===== src/rtl/bmp_to_video_stream_if.sv =====
// Raster video bundle of the BMP replay source: frame request in, sync/pixel/geometry out.
interface bmp_to_video_stream_if;
  logic            vout_begin;
  logic            vout_vsync;
  logic            vout_hsync;
  logic [2:0][7:0] vout_dat;
  logic            vout_valid;
  logic            vout_done;
  logic [15:0]     vout_xres;
  logic [15:0]     vout_yres;

  modport master (
    input  vout_begin,
    output vout_vsync, vout_hsync, vout_dat, vout_valid, vout_done, vout_xres, vout_yres
  );

  modport slave (
    output vout_begin,
    input  vout_vsync, vout_hsync, vout_dat, vout_valid, vout_done, vout_xres, vout_yres
  );
endinterface


===== src/rtl/bmp_to_video_stream.sv =====
// Replays a 24bpp BMP image, supplied as a byte-image parameter, as one raster frame per request.
module bmp_to_video_stream #(
  parameter int unsigned H_SYNC   = 40,
  parameter int unsigned H_BACK   = 220,
  parameter int unsigned H_DISP   = 1280,
  parameter int unsigned H_FRONT  = 110,
  parameter int unsigned V_SYNC   = 5,
  parameter int unsigned V_BACK   = 20,
  parameter int unsigned V_DISP   = 720,
  parameter int unsigned V_FRONT  = 5,
  // File contents, byte 0 in the least significant byte; zero length means no file.
  parameter int unsigned BmpBytes = 0,
  parameter logic [8*((BmpBytes > 0) ? BmpBytes : 1)-1:0] BmpData = '0
) (
  input  logic                  clk,
  input  logic                  rst,
  bmp_to_video_stream_if.master vout_io
);

  localparam int unsigned H_TOTAL  = H_SYNC + H_BACK + H_DISP + H_FRONT;
  localparam int unsigned V_TOTAL  = V_SYNC + V_BACK + V_DISP + V_FRONT;
  localparam int unsigned HW       = $clog2(H_TOTAL);
  localparam int unsigned VW       = $clog2(V_TOTAL);
  localparam int unsigned MemBytes = (BmpBytes > 0) ? BmpBytes : 1;
  localparam int unsigned AW       = (MemBytes > 1) ? $clog2(MemBytes) : 1;

  function automatic logic [7:0] hdr_byte(input int unsigned idx);
    logic [8*MemBytes-1:0] sh;
    sh = BmpData >> (8 * idx);
    return (idx < BmpBytes) ? sh[7:0] : 8'h00;
  endfunction

  function automatic logic [31:0] hdr_word(input int unsigned idx);
    return {hdr_byte(idx + 3), hdr_byte(idx + 2), hdr_byte(idx + 1), hdr_byte(idx)};
  endfunction

  localparam logic [31:0] PixOff  = hdr_word(10);
  localparam logic [31:0] ImgW    = hdr_word(18);
  localparam logic [31:0] ImgHRaw = hdr_word(22);
  localparam logic [15:0] Bpp     = {hdr_byte(29), hdr_byte(28)};
  localparam logic [31:0] Comp    = hdr_word(30);
  localparam bit          HdrOk   = (BmpBytes >= 54) && (Bpp == 16'd24) && (Comp == 32'd0);
  localparam bit          TopDown = ImgHRaw[31];
  localparam logic [31:0] ImgHAbs = TopDown ? (~ImgHRaw + 32'd1) : ImgHRaw;
  localparam logic [31:0] Stride  = ((ImgW * 32'd3 + 32'd3) >> 2) << 2;
  localparam logic [31:0] XRes    = HdrOk ? ImgW : H_DISP;
  localparam logic [31:0] YRes    = HdrOk ? ImgHAbs : V_DISP;

  localparam logic [HW-1:0] HMax = HW'(H_TOTAL - 1);
  localparam logic [VW-1:0] VMax = VW'(V_TOTAL - 1);

  typedef enum logic [0:0] {StIdle, StRun} state_e;

  state_e        st_q, st_d;
  logic [HW-1:0] hcnt_q, hcnt_d;
  logic [VW-1:0] vcnt_q, vcnt_d;
  logic          done_q, done_d;

  logic [7:0] mem [MemBytes];

  for (genvar i = 0; i < MemBytes; i++) begin : g_mem
    assign mem[i] = BmpData[8*i +: 8];
  end

  always_ff @(posedge clk or posedge rst) begin
    if (rst) begin
      st_q   <= StIdle;
      hcnt_q <= '0;
      vcnt_q <= '0;
      done_q <= 1'b0;
    end else begin
      st_q   <= st_d;
      hcnt_q <= hcnt_d;
      vcnt_q <= vcnt_d;
      done_q <= done_d;
    end
  end

  always_comb begin
    st_d   = st_q;
    hcnt_d = hcnt_q;
    vcnt_d = vcnt_q;
    done_d = 1'b0;
    unique case (st_q)
      StIdle: begin
        if (vout_io.vout_begin) begin
          st_d   = StRun;
          hcnt_d = '0;
          vcnt_d = '0;
        end
      end
      StRun: begin
        if (hcnt_q == HMax) begin
          hcnt_d = '0;
          if (vcnt_q == VMax) begin
            vcnt_d = '0;
            done_d = 1'b1;
            // A request in the final cycle chains straight into the next frame.
            st_d   = vout_io.vout_begin ? StRun : StIdle;
          end else begin
            vcnt_d = vcnt_q + 1'b1;
          end
        end else begin
          hcnt_d = hcnt_q + 1'b1;
        end
      end
      default: st_d = StIdle;
    endcase
  end

  logic        run, hsync, vsync, valid;
  logic [31:0] px, py, row, addr;
  logic [AW-1:0] a0, a1, a2;
  logic [23:0] dat;

  always_comb begin
    run   = (st_q == StRun);
    hsync = run && (32'(hcnt_q) < H_SYNC);
    vsync = run && (32'(vcnt_q) < V_SYNC);
    valid = run
         && (32'(hcnt_q) >= H_SYNC + H_BACK) && (32'(hcnt_q) < H_SYNC + H_BACK + H_DISP)
         && (32'(vcnt_q) >= V_SYNC + V_BACK) && (32'(vcnt_q) < V_SYNC + V_BACK + V_DISP);
    px    = 32'(hcnt_q) - (H_SYNC + H_BACK);
    py    = 32'(vcnt_q) - (V_SYNC + V_BACK);
    // Bottom-up files store the last display line first.
    row   = TopDown ? py : (YRes - 32'd1 - py);
    addr  = PixOff + row * Stride + px * 32'd3;
    a0    = AW'(addr);
    a1    = AW'(addr + 32'd1);
    a2    = AW'(addr + 32'd2);
    dat   = '0;
    if (valid && HdrOk && (px < XRes) && (py < YRes) && (addr + 32'd2 < MemBytes)) begin
      dat = {mem[a2], mem[a1], mem[a0]};
    end
  end

  assign vout_io.vout_hsync = hsync;
  assign vout_io.vout_vsync = vsync;
  assign vout_io.vout_valid = valid;
  assign vout_io.vout_dat   = dat;
  assign vout_io.vout_done  = done_q;
  assign vout_io.vout_xres  = XRes[15:0];
  assign vout_io.vout_yres  = YRes[15:0];

endmodule


===== src/flat_wrapper.sv =====
// flat-port wrapper written by rule: the top's interface ports become plain ports
module bmp_to_video_stream_flat 
#(
  parameter int unsigned H_SYNC   = 40,
  parameter int unsigned H_BACK   = 220,
  parameter int unsigned H_DISP   = 1280,
  parameter int unsigned H_FRONT  = 110,
  parameter int unsigned V_SYNC   = 5,
  parameter int unsigned V_BACK   = 20,
  parameter int unsigned V_DISP   = 720,
  parameter int unsigned V_FRONT  = 5,
                                                                                    
  parameter int unsigned BmpBytes = 0,
  parameter logic [8*((BmpBytes > 0) ? BmpBytes : 1)-1:0] BmpData = '0
)
  (clk, rst, vout_io_vout_begin, vout_io_vout_vsync, vout_io_vout_hsync, vout_io_vout_dat, vout_io_vout_valid, vout_io_vout_done, vout_io_vout_xres, vout_io_vout_yres);
  bmp_to_video_stream_if vout_io_i ();
  input  logic clk;
  input  logic rst;
  input wire logic [$bits(vout_io_i.vout_begin)-1:0] vout_io_vout_begin;
  output wire logic [$bits(vout_io_i.vout_vsync)-1:0] vout_io_vout_vsync;
  output wire logic [$bits(vout_io_i.vout_hsync)-1:0] vout_io_vout_hsync;
  output wire logic [$bits(vout_io_i.vout_dat)-1:0] vout_io_vout_dat;
  output wire logic [$bits(vout_io_i.vout_valid)-1:0] vout_io_vout_valid;
  output wire logic [$bits(vout_io_i.vout_done)-1:0] vout_io_vout_done;
  output wire logic [$bits(vout_io_i.vout_xres)-1:0] vout_io_vout_xres;
  output wire logic [$bits(vout_io_i.vout_yres)-1:0] vout_io_vout_yres;
  assign vout_io_i.vout_begin = vout_io_vout_begin;
  assign vout_io_vout_vsync = vout_io_i.vout_vsync;
  assign vout_io_vout_hsync = vout_io_i.vout_hsync;
  assign vout_io_vout_dat = vout_io_i.vout_dat;
  assign vout_io_vout_valid = vout_io_i.vout_valid;
  assign vout_io_vout_done = vout_io_i.vout_done;
  assign vout_io_vout_xres = vout_io_i.vout_xres;
  assign vout_io_vout_yres = vout_io_i.vout_yres;
  bmp_to_video_stream #(.H_SYNC(H_SYNC), .H_BACK(H_BACK), .H_DISP(H_DISP), .H_FRONT(H_FRONT), .V_SYNC(V_SYNC), .V_BACK(V_BACK), .V_DISP(V_DISP), .V_FRONT(V_FRONT), .BmpBytes(BmpBytes), .BmpData(BmpData)) u_core (.clk(clk), .rst(rst), .vout_io(vout_io_i));
endmodule

===== config.mk =====
export PLATFORM = sky130hd
export DESIGN_NAME = bmp_to_video_stream_flat
export DESIGN_NICKNAME = d
export VERILOG_FILES = /design/src/rtl/bmp_to_video_stream_if.sv /design/src/rtl/bmp_to_video_stream.sv /design/src/flat_wrapper.sv
export SDC_FILE = /design/constraint.sdc
export NUM_CORES = 1
export LEC_CHECK = 0
export CAP_MARGIN = 25
export CORE_MARGIN = 4
export CORE_UTILIZATION = 40
export CTS_CLUSTER_SIZE = 24
export DETAILED_ROUTE_END_ITERATION = 7
export GPL_TIMING_DRIVEN = 0
export PLACE_DENSITY_LB_ADDON = 0.1
export SLEW_MARGIN = 10
export SYNTH_ARGS = -nofsm -noshare
export SYNTH_HDL_FRONTEND = slang
export SYNTH_SLANG_ARGS = --single-unit

===== constraint.sdc =====
create_clock -name clk -period 5 [get_ports clk]
set_input_delay 1 -clock clk [delete_from_list [all_inputs] [get_ports clk]]
set_output_delay 1 -clock clk [all_outputs]
set_load 0.01 [all_outputs]

Word level (Yosys, flattened, before mapping) --
Index checks and enable logic that the tools add are counted.
Storage, ports and cells: output and inout port bits 60, flip-flop bits (word level) 23
Cells by class: order comparisons 6, bitwise logic cells 1, equality and inequality tests 4, add/subtract/negate cells 2, multiplexer cells 14, reductions and logical operators 7
Operators by type and width (count):
- two-way mux 10 bit | 3
- two-way mux 11 bit | 2
- one-hot mux 11 bit (2 select lines) | 1
- one-hot mux 10 bit (2 select lines) | 1
- adder 11 x 1 -> 11 bit (second input constant) | 1
- equality test 11 bit (second input constant) | 1
- >= comparator 11 x 9 -> 1 bit (second input constant) | 1
- < comparator 11 bit (second input constant) | 1
- < comparator 11 x 6 -> 1 bit (second input constant) | 1
- adder 10 x 1 -> 10 bit (second input constant) | 1
- equality test 10 bit (second input constant) | 1
- >= comparator 10 x 5 -> 1 bit (second input constant) | 1
- < comparator 10 bit (second input constant) | 1
- < comparator 10 x 3 -> 1 bit (second input constant) | 1
- logical AND 1 bit | 6
- two-way mux 1 bit | 6
- != test 2 bit (second input constant) | 2
- one-hot mux 1 bit (2 select lines) | 1
- AND reduction 2 bit | 1
- inverter 1 bit | 1

Longest topological paths before layout --
Gate-level depths: netlist (run 1).
depth after elaboration 5, mapped depth 8, depth with buffers taken out 6

Worst setup path after synthesis (run 1) --
Ideal clock, no wire load.
kind register -> output, from register u_core.hcnt_q[5], to output port vout_io_vout_valid, data arrival time 1556 ps, stages on the path, launching flop included 6, slack 2444 ps, data required time 4000 ps, path through dfrtp_1 buf_2 or4_4 nor4_1 o2bb2ai_1 a211oi_1
On the way: longest elaborated chain between the ends 5, elaborated cells on any way between the ends 6, classes of those cells 2 x order compare; 4 x reduce/logical
Ends and longest elaborated chain:
- start: declaration | line bmp_to_video_stream.sv:55 | logic [HW-1:0] hcnt_q, hcnt_d;
- start signal: assignment | line bmp_to_video_stream.sv:73 | hcnt_q <= hcnt_d;
- >= comparator 11 x 9 -> 1 bit | line bmp_to_video_stream.sv:121 | && (32'(hcnt_q) >= H_SYNC + H_BACK) && (32'(hcnt_q) < H_SYNC + H_BACK + H_DISP)
- logical AND 1 bit | line bmp_to_video_stream.sv:121
- logical AND 1 bit * | line bmp_to_video_stream.sv:121
- logical AND 1 bit * (2 in series) | line bmp_to_video_stream.sv:122 | && (32'(vcnt_q) >= V_SYNC + V_BACK) && (32'(vcnt_q) < V_SYNC + V_BACK + V_DISP);
- end: declaration | line flat_wrapper.sv:24 | output wire logic [$bits(vout_io_i.vout_valid)-1:0] vout_io_vout_valid;
Every way passes the cells marked *; elsewhere a longest branch is shown, timed or not.

Worst setup path in the final report (run 1) --
from register u_core.hcnt_q[2], to output port vout_io_vout_valid
The elaborated chain is that of the path after synthesis.

==> results.md, run 1 <==
- FF+latch count, synth: 23
- Number of global-route vias before repair: 1452
- Post-route ant nets: 0
- Via Count: about 1600
- Fin worst setup slack: ~1.6 ns
- PwrDens: about 270 nW/um^2
- # IOs: 63
- Placer Congestion: between 0.8 and 0.9
- Run status: finished clean
- Clock Tree Buf Depth: 2
- Initial antenna violation count: 0
- Crit path required time: 4.00 ns
- Leak Pwr: 1.195 nW
- Grt ovf: 0
- Area grow syn2layout: 20.85%
- I/O Buffers: 6
- Setup Fix Bufs, Post-CTS: 0
- CP Launch Type: register
- Final setup fails: 0
- Post-Place Setup Slack: between 1.5 and 2 ns
- Setup TNS: 0 ns
- EDFF count, synth: 0
- Minimum clock period: about 3.4 ns
- Die width: slightly below 80 um
- H-tree depth: 1
- Initial Utilization: approximately 41%
- Worst Reg-to-Reg Cells: 6
- WS Path Type: register to output port
- Via density per instance: roughly 4.3
- Power Total: 0.6390 mW
- CP max FO: 7
- PostCTS Resize Cnt: 0
- Post-CTS Hold Buffers: 0
- Worst vdd ir: 0.00009614 V
- # DRC: 0
- Fin util: between 40% and 50%
- CTS tree: yes
- Max-cap viol count: 0
- Most common flop cell mapped by yosys: dfrtp_1
- Largest net degree at the start of global routing: 24
- Total CTS buffers: 3
- Final layout net count: 304
- CP Capture Type: output port
- Hold-critical path depth: 1
- Seq/Total Area, Yosys: 29.51%
- Mapped Area: between 1500 and 2000 um^2
- Post-synth ARST share: 100.0%
- Site Rows: 25
- Share of layout cells above drive strength 1: around 28%
- Post-synth cell types: 47
- Fmax: roughly 0.3 GHz
- Gr usage total: 13.20%
- Initial DRC count: between 100 and 150
- Core area: approximately 4700 um^2
- Critical path arrival: roughly 2.4 ns
- HP Class: register to register
- Drt first pass iters: 4
- Die area: between 6000 and 7000 um^2
- Avg Cell Area, Syn: 8.481 um^2
- Die Span Y: 77.83 um
- Antenna diodes: 0
- Tcrit/Tclk final: 68.60%
- Synth warn: 0
- Hold Fails Final Rpt: 0
- Final max-slew violation count: 0
- First-pass GRT wire length: 6.610 mm
- Root Driver: clkbuf_8
- RSZ-0062 raised after global routing: false
- Synth Instances: 230
- Clk_lat worst skew: approximately 0.27 ns
- Top Metal Used: met4
- Met2 Routed Length: 1.737 mm
- HPWL Detailed: 2.989 mm
- Total Wirelength: between 3 and 4 mm
- CTS Sinks: 23
- Met1 WL: roughly 1.8 mm
- DR WL/cell: around 11 um
- Clk slew on worst S/H paths: ~0.080 ns
- DR WL met3: 221 um
- Setup Skew: approximately 0.0015 ns
==> critical path, cell delays in order (launching register included) <==
cell	delay, ns
dfrtp_1	0.47
or4_4	0.56
nor4_1	0.19
o2bb2ai_1	0.12
a211oi_1	0.24
clkdlybuf4s50_1	0.58
==> logic make-up (layout without fill, tap and decap cells) <==
kind of cell / count (synthesis) / after routing / synth area share [%]
compound gates: 49 / 49 / 18.79
xor+xnor: 4 / 4 / 1.796
buf+inv: 75 / 86 / 26.30
flops: 23 / 23 / 29.51
simple gates: 72 / 72 / 20.01
other cells: 2 / 56 / 0.3850
fa+ha+maj: 5 / 5 / 3.207
==> synth_stat cells, types with 4 or more instances <==
| cell | count | share of area, % |
|---|---|---|
| buf_4 | 57 | 22 |
| nand2_1 | 25 | 4.8 |
| dfrtp_1 | 23 | 30 |
| o21ai_0 | 11 | 2.8 |
| a31oi_1 | 9 | 2.9 |
| inv_1 | 9 | 1.7 |
| nor2_1 | 9 | 1.7 |
| nand3_1 | 7 | 1.8 |
| a21oi_1 | 6 | 1.5 |
| buf_2 | 6 | 1.5 |
| ha_1 | 5 | 3.2 |
| nand4_1 | 4 | 1.3 |
| nor3_1 | 4 | 1.0 |
| nor4_1 | 4 | 1.3 |
==> sequential cells by signal (all words and copies together) (netlist names) <==
register	cells
u_core.vout_io.vout_done	1
u_core.run	1
u_core.vcnt_q	10
u_core.hcnt_q	11
==> cell type report <==
| class | count | area, um^2 |
|---|---|---|
| Sequential cell | 23 | 575.6 |
| Clock buffer | 4 | 45.04 |
| Inverter | 9 | 33.78 |
| Timing Repair Buffer | 7 | 75.07 |
| Buffer | 66 | 479.2 |
| Fill cell | 457 | 2366 |
| Multi-Input combinational cell | 186 | 1065 |
| Tap cell | 67 | 83.83 |
==> stage by stage <==
| stage | cell area, um^2 | hold WS [ns] | cells |
|---|---|---|---|
| floorplan | 2153 | 0.4889 | 284 |
| global placement | 2297 | 0.5339 | 357 |
| detailed placement | 2297 | 0.5325 | 357 |
| CTS | 2342 | 0.5512 | 361 |
| global route | 2357 | 0.5934 | 362 |
| finish | 2357 | 0.5636 | 362 |
==> worst paths after layout <==
path,startpoint,endpoint,slack [ns]
max,u_core.hcnt_q[2],vout_io_vout_valid,1.57
max in group asynchronous,rst,u_core.vcnt_q[1],3.51
min in group asynchronous,rst,u_core.vcnt_q[5],1.04
min reg2reg,u_core.hcnt_q[10],u_core.hcnt_q[10],0.56
max reg2reg,u_core.hcnt_q[0],u_core.hcnt_q[7],3.24
min,u_core.hcnt_q[10],u_core.hcnt_q[10],0.56
==> routing by layer <==
metal	track usage (%)	up-vias
met5	0	-
met4	5.694	0
met3	1.392	5
met2	20.72	56
met1	18.24	677
li1	-	822
==> power breakdown <==
part	leakage (nW)	switching, mW	internal (mW)
Clock	0.0228	0.0626	0.0571
Sequential	0.253	0.0406	0.226
Combinational	0.919	0.145	0.108
Total	1.19	0.248	0.391
==> placed cells by master, fill, tap and decap left out, types with 2 or more instances in the layout <==
master           instances
ha_1                     5
nand4_1                  4
o21bai_1                 2
inv_1                    9
o21ai_0                 11
a41oi_1                  2
nand3_1                  7
a31oi_4                  3
nor2_1                   9
o31ai_1                  3
nand2b_1                 2
nand3b_1                 2
buf_4                   57
o21ai_1                  2
nor3_1                   4
clkbuf_8                 3
xnor2_1                  3
nor2b_1                  2
a21oi_1                  6
o31a_1                   2
o211ai_1                 3
dfrtp_1                 23
clkbuf_2                 2
clkdlybuf4s50_1          6
or4_4                    2
nand2_1                 25
a31oi_1                  9
buf_2                    6
nor4_1                   4
conb_1                  56
Power figures use the tool's default switching activity.
==> run 2: changes to the inputs <==
Clock period 5 ns to 3.6 ns, I/O delays scaled along.
==> results of run 2 <==
Same layout as run 1 (identical final DEF). Status: finished clean.
Among the figures that moved: setup slack after placement 1.851 ns -> 0.7315 ns; setup slack after layout 1.570 ns -> 0.4499 ns; register-to-register setup slack 3.24 ns -> 1.84 ns; total power 0.6390 mW -> 0.8875 mW; worst IR drop on VDD 0.00009614 V -> 0.0001335 V
